[src/rtl/traffic_pkg.sv]
// Shared types for the traffic light controller: phase enumeration, lamp codes
// and the fixed phase rotation.
package traffic_pkg;

  typedef enum logic [2:0] {
    MAIN_G = 3'd0,
    MAIN_Y = 3'd1,
    RED_1  = 3'd2,
    SIDE_G = 3'd3,
    SIDE_Y = 3'd4,
    RED_2  = 3'd5,
    NIGHT  = 3'd6
  } state_t;

  // Lamp encoding: bit2 red, bit1 yellow, bit0 green.
  localparam logic [2:0] LAMP_RED = 3'b100;
  localparam logic [2:0] LAMP_YEL = 3'b010;
  localparam logic [2:0] LAMP_GRN = 3'b001;
  localparam logic [2:0] LAMP_OFF = 3'b000;

  function automatic state_t next_phase(input state_t s);
    case (s)
      MAIN_G:  next_phase = MAIN_Y;
      MAIN_Y:  next_phase = RED_1;
      RED_1:   next_phase = SIDE_G;
      SIDE_G:  next_phase = SIDE_Y;
      SIDE_Y:  next_phase = RED_2;
      default: next_phase = MAIN_G;
    endcase
  endfunction

endpackage

[src/rtl/phase_timer.sv]
// Phase countdown register: load has priority over tick; never counts below zero.
module phase_timer #(
  parameter int              W         = 7,
  parameter logic [W-1:0]    RST_VALUE = '0
) (
  input  logic         clkin,
  input  logic         rst,
  input  logic         load,
  input  logic [W-1:0] load_value,
  input  logic         tick,
  output logic [W-1:0] count
);

  logic [W-1:0] r_count;

  always_ff @(posedge clkin or posedge rst) begin
    if (rst) begin
      r_count <= RST_VALUE;
    end else if (load) begin
      r_count <= load_value;
    end else if (tick && (r_count != '0)) begin
      r_count <= r_count - 1'b1;
    end
  end

  assign count = r_count;

endmodule

[src/rtl/traffic_light_ctrl.sv]
// Two-road traffic light controller with pedestrian green cut and night
// flashing-yellow mode; all outputs registered.
module traffic_light_ctrl
  import traffic_pkg::*;
#(
  parameter int T_MAIN_GREEN = 30,
  parameter int T_SIDE_GREEN = 20,
  parameter int T_YELLOW     = 3,
  parameter int T_ALL_RED    = 2,
  parameter int T_PED_CUT    = 5
) (
  input  logic       clkin,
  input  logic       rst,
  input  logic       tick_en,
  input  logic       ped_req,
  input  logic       night_mode,
  output logic [2:0] main_lamp,
  output logic [2:0] side_lamp,
  output logic [6:0] countdown,
  output logic       ped_pending,
  output state_t     o_dbg_state
);

  localparam logic [6:0] D_MG = 7'(T_MAIN_GREEN);
  localparam logic [6:0] D_SG = 7'(T_SIDE_GREEN);
  localparam logic [6:0] D_Y  = 7'(T_YELLOW);
  localparam logic [6:0] D_AR = 7'(T_ALL_RED);
  localparam logic [6:0] D_PC = 7'(T_PED_CUT);

  function automatic logic [6:0] duration(input state_t s);
    case (s)
      MAIN_G:          duration = D_MG;
      SIDE_G:          duration = D_SG;
      MAIN_Y, SIDE_Y:  duration = D_Y;
      RED_1, RED_2:    duration = D_AR;
      default:         duration = 7'd0;
    endcase
  endfunction

  state_t     r_state;
  logic       r_flash;
  logic       r_ped;
  logic [2:0] r_main_lamp;
  logic [2:0] r_side_lamp;

  state_t     w_next_state;
  logic       w_next_flash;
  logic       w_load;
  logic [6:0] w_load_value;
  logic       w_tick;
  logic [6:0] w_count;
  logic [2:0] w_main_lamp;
  logic [2:0] w_side_lamp;

  phase_timer #(.W(7), .RST_VALUE(D_AR)) u_timer (
    .clkin      (clkin),
    .rst        (rst),
    .load       (w_load),
    .load_value (w_load_value),
    .tick       (w_tick),
    .count      (w_count)
  );

  always_ff @(posedge clkin or posedge rst) begin
    if (rst) begin
      r_state     <= RED_2;
      r_flash     <= 1'b0;
      r_ped       <= 1'b0;
      r_main_lamp <= LAMP_RED;
      r_side_lamp <= LAMP_RED;
    end else begin
      r_state     <= w_next_state;
      r_flash     <= w_next_flash;
      r_main_lamp <= w_main_lamp;
      r_side_lamp <= w_side_lamp;
      // A fresh request in the same cycle as side-green entry stays latched.
      if (ped_req) begin
        r_ped <= 1'b1;
      end else if ((w_next_state == SIDE_G) && (r_state != SIDE_G)) begin
        r_ped <= 1'b0;
      end
    end
  end

  always_comb begin
    w_next_state = r_state;
    w_next_flash = 1'b0;
    w_load       = 1'b0;
    w_load_value = 7'd0;
    w_tick       = 1'b0;
    if (r_state == NIGHT) begin
      w_next_flash = r_flash;
      if (tick_en) begin
        if (night_mode) begin
          w_next_flash = ~r_flash;
        end else begin
          w_next_state = RED_2;
          w_load       = 1'b1;
          w_load_value = D_AR;
        end
      end
    end else if (tick_en) begin
      if (w_count == 7'd1) begin
        w_next_state = next_phase(r_state);
        if (night_mode && ((r_state == RED_1) || (r_state == RED_2))) begin
          w_next_state = NIGHT;
        end
        w_load       = 1'b1;
        w_load_value = duration(w_next_state);
      end else if ((r_state == MAIN_G) && r_ped && (w_count > D_PC)) begin
        w_load       = 1'b1;
        w_load_value = D_PC;
      end else begin
        w_tick = 1'b1;
      end
    end
  end

  // Lamps are decoded from the next state so they register alongside it.
  always_comb begin
    w_main_lamp = LAMP_RED;
    w_side_lamp = LAMP_RED;
    case (w_next_state)
      MAIN_G: w_main_lamp = LAMP_GRN;
      MAIN_Y: w_main_lamp = LAMP_YEL;
      SIDE_G: w_side_lamp = LAMP_GRN;
      SIDE_Y: w_side_lamp = LAMP_YEL;
      NIGHT: begin
        w_main_lamp = w_next_flash ? LAMP_YEL : LAMP_OFF;
        w_side_lamp = w_next_flash ? LAMP_YEL : LAMP_OFF;
      end
      default: ;
    endcase
  end

  assign main_lamp   = r_main_lamp;
  assign side_lamp   = r_side_lamp;
  assign countdown   = w_count;
  assign ped_pending = r_ped;
  assign o_dbg_state = r_state;

endmodule

[config.mk]
export PLATFORM = sky130hd
export DESIGN_NAME = traffic_light_ctrl
export DESIGN_NICKNAME = d
export VERILOG_FILES = /design/src/rtl/traffic_pkg.sv /design/src/rtl/phase_timer.sv /design/src/rtl/traffic_light_ctrl.sv
export SDC_FILE = /design/constraint.sdc
export NUM_CORES = 1
export LEC_CHECK = 0
export ABC_AREA = 1
export CORE_MARGIN = 10
export CORE_UTILIZATION = 35
export CTS_CLUSTER_SIZE = 12
export DETAILED_ROUTE_END_ITERATION = 8
export HOLD_SLACK_MARGIN = 0.03
export SYNTH_ARGS = -nofsm -noshare
export SYNTH_HDL_FRONTEND = slang
export SYNTH_HIERARCHICAL = 1
export SYNTH_SLANG_ARGS = --single-unit
export TNS_END_PERCENT = 1
[constraint.sdc]
create_clock -name clkin -period 1.7 [get_ports clkin]
set_clock_uncertainty 0.15 [all_clocks]
set_input_delay 0.17 -clock clkin [delete_from_list [all_inputs] [get_ports clkin]]
set_output_delay 0.17 -clock clkin [all_outputs]
set_load 0.005 [all_outputs]
Yosys cells after proc, flatten, opt, wreduce, memory -nomap -nowiden
Cells that the tools add are included.

cells by class
  bitwise operators = 1
  muxes and demuxes = 37
  equality and inequality tests = 17
  add/subtract/negate cells = 1
  shift-type cells = 0
  div/mod/pow operators = 0
  magnitude comparators = 1
  reductions and logical operators = 14
  multiply operators = 0

operators by type and width
  cell                 count
  $mux 7               5
  $mux 3               10
  $eq 3x3->1 const B   7
  $pmux 5 s4           1
  $pmux 3 s3           2
  $eq 3x2->1 const B   5
  $mux 1               15
  $pmux 3 s5           1
  $eq 3x1->1 const B   3
  $logic_not 3->1      3
  $eq 7x1->1 const B   1
  $gt 7x3->1 const B   1
  $reduce_bool 7->1    1
  $sub 7x1->7 const B  1
  $mux 2               3
  $logic_and 1x1->1    5
  $reduce_bool 2->1    2
  $reduce_or 2->1      2
  $ne 3x2->1 const B   1
  $logic_or 1x1->1     1
  $not 1->1            1

word-level totals
  memory bits (read-only) = 0
  output and inout bits = 17
  input bits = 5
  logic and storage cells = 77
  bits in registers = 18
  memory bits (writable) = 0
  memories kept = 0
  bits in latches = 0

Depth between registers and ports, before layout
Gate-level depths: netlist of the first run.

  depth in word-level cells = 14
  gate-level depth with buffers = 12
  depth with buffers taken out = 12

Modules after synthesis
Netlist of the first run, hierarchy kept.

modules (own cells, without submodules)
  module              area each (µm²)  seq. area each (µm²)  cells an instance  instances
  traffic_light_ctrl  769.5            280.3                 114                1
  phase_timer         481.7            176.4                 74                 1

Worst setup path after synthesis of the first run
OpenSTA, ideal clock, no wires.

  kind = reg-to-reg
  start point = register r_state[2] (netlist: o_dbg_state[2])
  end point = register u_timer.r_count[2] (netlist: u_timer/count[2])
  setup slack = -0.131 ns
  buffers on the path = 2
  data required time = 1.474 ns
  stages on the path, launching flop included = 13
  setup time = 0.076 ns
  period minus slack after synthesis = 1.831 ns
  arrival = 1.604 ns
  cells stage by stage = dfstp_2 buf_2 nand3_2 nand2_2 inv_2 nor2_1 a31oi_1 buf_4 clkinv_2 nor2_1 a31oi_1 nand2_1 o21ai_1

on the way
  elaborated cells on any way between the ends = 40
  classes of those cells = eq/ne: 11; mux: 19; reduce/logical: 10

RTL lines
  what                                         RTL line                   text
  start: declaration                           traffic_light_ctrl.sv:40   state_t r_state;
  start signal: assignment                     traffic_light_ctrl.sv:72   r_state <= w_next_state;
  $logic_not 3->1                              traffic_light_ctrl.sv:110  end else if ((r_state == MAIN_G) && r_ped && (w_count > D_PC)) begin
  $logic_and 1x1->1 (2 in a row)               traffic_light_ctrl.sv:110
  $mux 1                                       traffic_light_ctrl.sv:110
  $mux 1                                       traffic_light_ctrl.sv:103  if (w_count == 7'd1) begin
  $mux 1                                       traffic_light_ctrl.sv:102  end else if (tick_en) begin
  $mux 1 (*)                                   traffic_light_ctrl.sv:91   if (r_state == NIGHT) begin
  named net w_load                             traffic_light_ctrl.sv:48   logic w_load;
  $mux 7 or $reduce_bool 2->1 (tied branches)  -
  end signal: assignment                       phase_timer.sv:20          r_count <= load_value;
  end signal: assignment                       phase_timer.sv:22          r_count <= r_count - 1'b1;
  end: declaration                             phase_timer.sv:14          logic [W-1:0] r_count;

Mark *: on every way through the listed nets, which the timed path passes. The rest lies on a longest branch. The select of a mux whose other input is x is not followed.
A chain may end at the register's enable or synchronous reset.

Final worst setup path of the first run
  start point = register u_timer.r_count[1] (netlist: u_timer/count[1])
  end point = register u_timer.r_count[0] (netlist: u_timer/count[0])

on the way
  elaborated cells on any way between the ends = 19
  classes of those cells = order compare: 1; eq/ne: 1; mux: 13; reduce/logical: 4

RTL lines
  what                                         RTL line
  $gt 7x3->1                                   traffic_light_ctrl.sv:110
  $logic_and 1x1->1                            traffic_light_ctrl.sv:110
  $mux 1                                       traffic_light_ctrl.sv:110
  $mux 1 (*)                                   traffic_light_ctrl.sv:103
  $mux 1 (*)                                   traffic_light_ctrl.sv:102
  $mux 1 (*)                                   traffic_light_ctrl.sv:91
  named net w_load                             traffic_light_ctrl.sv:48
  $mux 7 or $reduce_bool 2->1 (tied branches)  -

Mark *: on every way through the listed nets, which the timed path passes. The rest lies on a longest branch.

==> results.toml, run 1 <==
[drt]
drtPass1Iterations = 4
detail-route-antenna-nets = 0
wl_per_cell_um = 12.0
drc_errors = 0
first_iter_violations = 92
vias = 1388
drt-total-wl_mm = 3.57
routed_via_density = 4.66

[cells_and_area]
layout_commonest_cell = "nand2_1"
diodes = 0
fillers = 320
area_delta_synth_final_pct = 56.4
drive_gt1_share_pct = 33.3
nNetsFinal = 259
final_area_um2 = 1960
final_cell_mix = "nand2_1 (52), buf_4 (35), inv_1 (23)"

[grt]
grt_start_max_net_pins = 12
grt_first_pass_wirelength_mm = 5.94
grt_overflow = 0
antenna_found_initial = 0
grt_pass1_vias = 1331
grtUsageTotal_pct = 11.3

[min_path]
hold_depth = 3
hold_path.class = "in2reg"

[timing]
drv_slew = 0
whs_ps = 316
hold_viol = 0
max_freq_mhz = 527
fin_crit_ps = 1900
rsz0062_at_grt = "yes"
worst_slack_ps = -196
timing.final.crit_share_pct = 112
finalSetupViolCount = 12

[die]
coreArea_um2 = 3390
row_count = 21
ios = 22
die_h_um = 79.8
start_util_pct = 36.9
die_w_um = 79.8
dieArea_um2 = 6370

[power]
cellPowerDensity_nw_per_um2 = 1850
ir_worst_vdd_mv = 0.893
cellLeakagePower_uw = 0.00102
p_total_uw = 3630

[clock_network]
cts_tree = "yes"
cts.sink_count = 18
cts_buffers = 3
clk_path_buf_depth = 2
htree_levels = 1
clock_latency_ps = 310
root_buffer = "clkbuf_4"
clk_pin_slew_ps = 130

[outcome]
violations = "negative setup slack"
status = "finished with violations"

[synth]
synthTopCellsByArea = "dfrtp_1 (26%), nand2_1 (16%), dfstp_2 (11%), nand3_1 (8.4%), inv_1 (6.9%)"
synthCells = 188
synth_top_area_cell = "dfrtp_1"
yosysTopAreaCellShare_pct = 26.0
yosys.cell_types.count = 28
postSynthAreaPerCell_um2 = 6.66
netlist_area_um2 = 1250
ys_seq_area_share_pct = 36.5
yosys_warnings = 6
ys_ff_latch = 18

[place]
hpwl_mm = 2.73
routabilityCongestion = 0.854
portBuffers = 21
dp_slack_ps = -198
postPlaceCellArea_um2 = 1790

[setup_path]
arrival_ps = 1950
critPathCaptureType = "flip-flop"
required_ps = 1750
crit_type = "reg2reg"
crit_fanout = 5
r2r_cells = 9
rrSetupSlack_ps = -200
startpoint_type = "flip-flop"

[job]
max-cap-violations = 0
what timing repair did:
action                                 CTS  global route
resized for setup                       10            22
endpoints found under the hold margin   13             0
hold buffers                             1             0
setup endpoints to repair               21            20
pin swaps                                2             4
cloned                                   0             0
buffers inserted                         0             3
sequential cells by signal, summed over array words and instances, names as in the netlist:
name and cells:
main_lamp 3, o_dbg_state 3, ped_pending 1, r_flash 1, side_lamp 3, u_timer/count 7
area by class of cell:
type                    count  area (um2)  share of cell area, %
inverters                  30         120                   6.14
well taps                  46        57.6                   2.94
repair buffers             61         532                   27.2
clock buffers               4        36.3                   1.85
flip-flops and latches     18         458                   23.4
multi-input cells         139         753                   38.5
stage by stage:
stage / TNS (ps) / instances / utilization (%)
6_report: -1190 / 298 / 57.7
5_1_grt: -2950 / 298 / 57.7
4_1_cts: -1100 / 295 / 54.5
3_5_place_dp: -1670 / 290 / 52.9
3_3_place_gp: -1340 / 290 / 52.9
2_1_floorplan: -227 / 189 / -
worst paths after layout:
path | start | end
worst max-delay path | u_timer/count[1]$_DFFE_PP1P_ | u_timer/count[0]$_DFFE_PP0P_
worst min-delay path | ped_req | ped_pending$_DFFE_PP0P_
worst max register to register | u_timer/count[1]$_DFFE_PP1P_ | u_timer/count[0]$_DFFE_PP0P_
worst min register to register | ped_pending$_DFFE_PP0P_ | ped_pending$_DFFE_PP0P_
max in group asynchronous | rst | main_lamp[2]$_DFF_PP1_
min in group asynchronous | rst | u_timer/count[3]$_DFFE_PP0P_
metal layers:
metal	vias to the layer above	share of wire, %	track usage (%)
li1	721	-	-
met1	637	46	14.6
met2	28	47	17.8
met3	2	6.4	3.83
met4	0	0.59	2.64
met5	-	0	0
cells by family (layout without fill, tap and decap cells):
family	Yosys count	after routing	synth area share (%)
buffers and inverters	32	95	10.1
adder cells (fa/ha/maj)	1	1	1.00
other	1	2	0.300
AND/OR/NAND/NOR	116	116	42.4
AO/OA/AOI/OAI	20	20	9.70
flip-flops	18	18	36.5
Yosys cell counts, drive strengths merged:
master / n
a21oi: 6
a31oi: 4
buf: 2
clkinv: 2
conb: 1
dfrtp: 13
dfstp: 5
ha: 1
inv: 28
nand2: 64
nand3: 22
nand4: 4
nor2: 23
nor3: 2
o211ai: 1
o21ai: 8
o21bai: 1
or2: 1
worst max-delay path, cell delays in order, from the launching register on:
cell and delay, ps:
dfstp_2 550, inv_2 40, o211ai_1 220, nand3_1 150
a31oi_1 190, buf_4 180, buf_4 120, o21ai_0 70
nand2_1 70, o21ai_1 60
report_power, final:
part	total (uW)	switching (uW)	internal [uW]
Combinational	2540	1320	1220
Sequential	799	141	658
Clock	288	157	131
(Power assumes the default switching activity.)
==> run 2, diff against run 1 <==
Settings changed: CORE_UTILIZATION 35 to 47, PLACE_DENSITY from default to 0.75.
==> results.toml, run 2 (synthesis gave the netlist of run 1 again) <==
[power]
pwr-share-seq_pct = 22.8
cellLeakagePower_uw = 0.00101
clock_power_share_pct = 7.8
ir_worst_vdd_mv = 1.33
switching_power_uw = 1550
cellPowerDensity_nw_per_um2 = 1880
p_int_uw = 1940
comb_power_share_pct = 69.4
p_sw_share_pct = 44.3

[grt]
grt_start_max_net_pins = 12
grt_pass1_vias = 1430
grtUsageTotal_pct = 15.1
grt_first_pass_wirelength_mm = 6.38
antenna_found_initial = 0
grt_overflow = 0

[timing]
drv_slew = 0
worst_slack_ps = -181
hold_viol = 0
rsz0062_at_grt = "yes"
timing.final.crit_share_pct = 111
whs_ps = 318
fin_crit_ps = 1880
max_freq_mhz = 532
finalSetupViolCount = 11

[place]
hpwl_mm = 3.00
postPlaceCellArea_um2 = 1780
dp_slack_ps = -210
placedCellCount = 273
routabilityCongestion = 0.916
portBuffers = 21

[clock_network]
cts.sink_count = 18
cts_tree = "yes"
root_buffer = "clkbuf_4"
clk_path_buf_depth = 2
htree_levels = 1
clk_pin_slew_ps = 110
cts_buffers = 3
clock_latency_ps = 310

[drt]
drt-total-wl_mm = 3.70
first_iter_violations = 146
vias = 1424
detail-route-antenna-nets = 0
drtPass1Iterations = 5
routed_via_density = 5.12
drc_errors = 0
wl_per_cell_um = 13.3

[setup_path]
endpoint = "u_timer/count[2]$_DFFE_PP0P_"
critPathCaptureType = "flip-flop"
arrival_ps = 1980
cp-startpoint = "u_timer/count[1]$_DFFE_PP1P_"
crit_fanout = 8
r2r_cells = 9
required_ps = 1800
worstReg2RegStart = "u_timer/count[1]$_DFFE_PP1P_"
startpoint_type = "flip-flop"
worst_r2r_endpoint = "u_timer/count[2]$_DFFE_PP0P_"
crit_type = "reg2reg"
rrSetupSlack_ps = -180

[cells_and_area]
nNetsFinal = 255
layout_commonest_cell = "nand2_1"
fillers = 200
area_delta_synth_final_pct = 48.3
final_area_um2 = 1860
largest_reg_flops = 7
diodes = 0
final_cell_mix = "nand2_1 (54), buf_4 (31), inv_1 (23)"
drive_gt1_share_pct = 28.2
final_cell_count_no_fill = 278
post-route-util_pct = 74.2

[die]
die_w_um = 71.6
dieArea_um2 = 5130
ios = 22
row_count = 18
start_util_pct = 50.1
coreArea_um2 = 2500
die_h_um = 71.6

[job]
max-cap-violations = 0

[min_path]
hold_path.class = "in2reg"
hp-start = "ped_req"

[outcome]
status = "finished with violations"
violations = "negative setup slack"
run 2: cell count changes in the layout (fill, tap and decap cells not counted), sizes merged:
cell           delta
buf               -4
dlymetal6s2s      +3
dlygate4sd2       -2
clkdlybuf4s50     -1
clkinv            +1
inv               -1
run 2: metrics by stage:
step	TNS [ps]	total power, uW
after floorplan	-227	2030
after global placement	-1210	3130
after detailed placement	-1630	3190
after CTS	-1200	3490
after global routing	-3880	3830
final	-1220	3490
run 2: timing repair:
item                       CTS  global route
setup endpoints to repair   17            23
buffers inserted             0             0
hold endpoints to repair     7             0
hold buffers                 1             0
gates resized for setup      9             9
run 2: layout make-up:
cell class | count | area (um2) | share of cell area [%]
multi-input combinational | 139 | 686 | 37.0
tap | 30 | 37.5 | 2.02
inverter | 30 | 118 | 6.34
sequential | 18 | 458 | 24.7
clock buffer | 4 | 36.3 | 1.96
timing repair buffer | 57 | 520 | 28.1
run 2: metal layers:
layer | wire (um) | global-route usage (%)
met4 | 57 | 6.67
met5 | 0 | 0
met3 | 295 | 5.37
met2 | 1710 | 23.2
met1 | 1640 | 18.4
run 2: power groups by stage:
stage               Sequential, uW  Combinational [uW]  Clock [uW]
CTS                            793                2420         280
detailed placement             796                2400           0
global placement               787                2340           0
global route                   821                2710         295
finish                         796                2420         273
floorplan                      858                1170           0
run 2: worst max-delay path, stage by stage (launching register included):
cell,delay [ps]
dfstp_2,550
inv_2,40
o211ai_1,200
nand3_1,130
a31oi_1,170
buf_4,190
clkinv_4,100
a31oi_1,170
nand2_1,60
o21ai_1,70
run 2: worst min-delay path by stage:
stage	cells past startpoint	slack [ps]	to
floorplan	1	-180	u_timer/count[0]$_DFFE_PP0P_
global placement	2	310	u_timer/count[2]$_DFFE_PP0P_
detailed placement	2	330	u_timer/count[2]$_DFFE_PP0P_
CTS	3	310	ped_pending$_DFFE_PP0P_
global route	3	320	ped_pending$_DFFE_PP0P_
finish	3	320	ped_pending$_DFFE_PP0P_
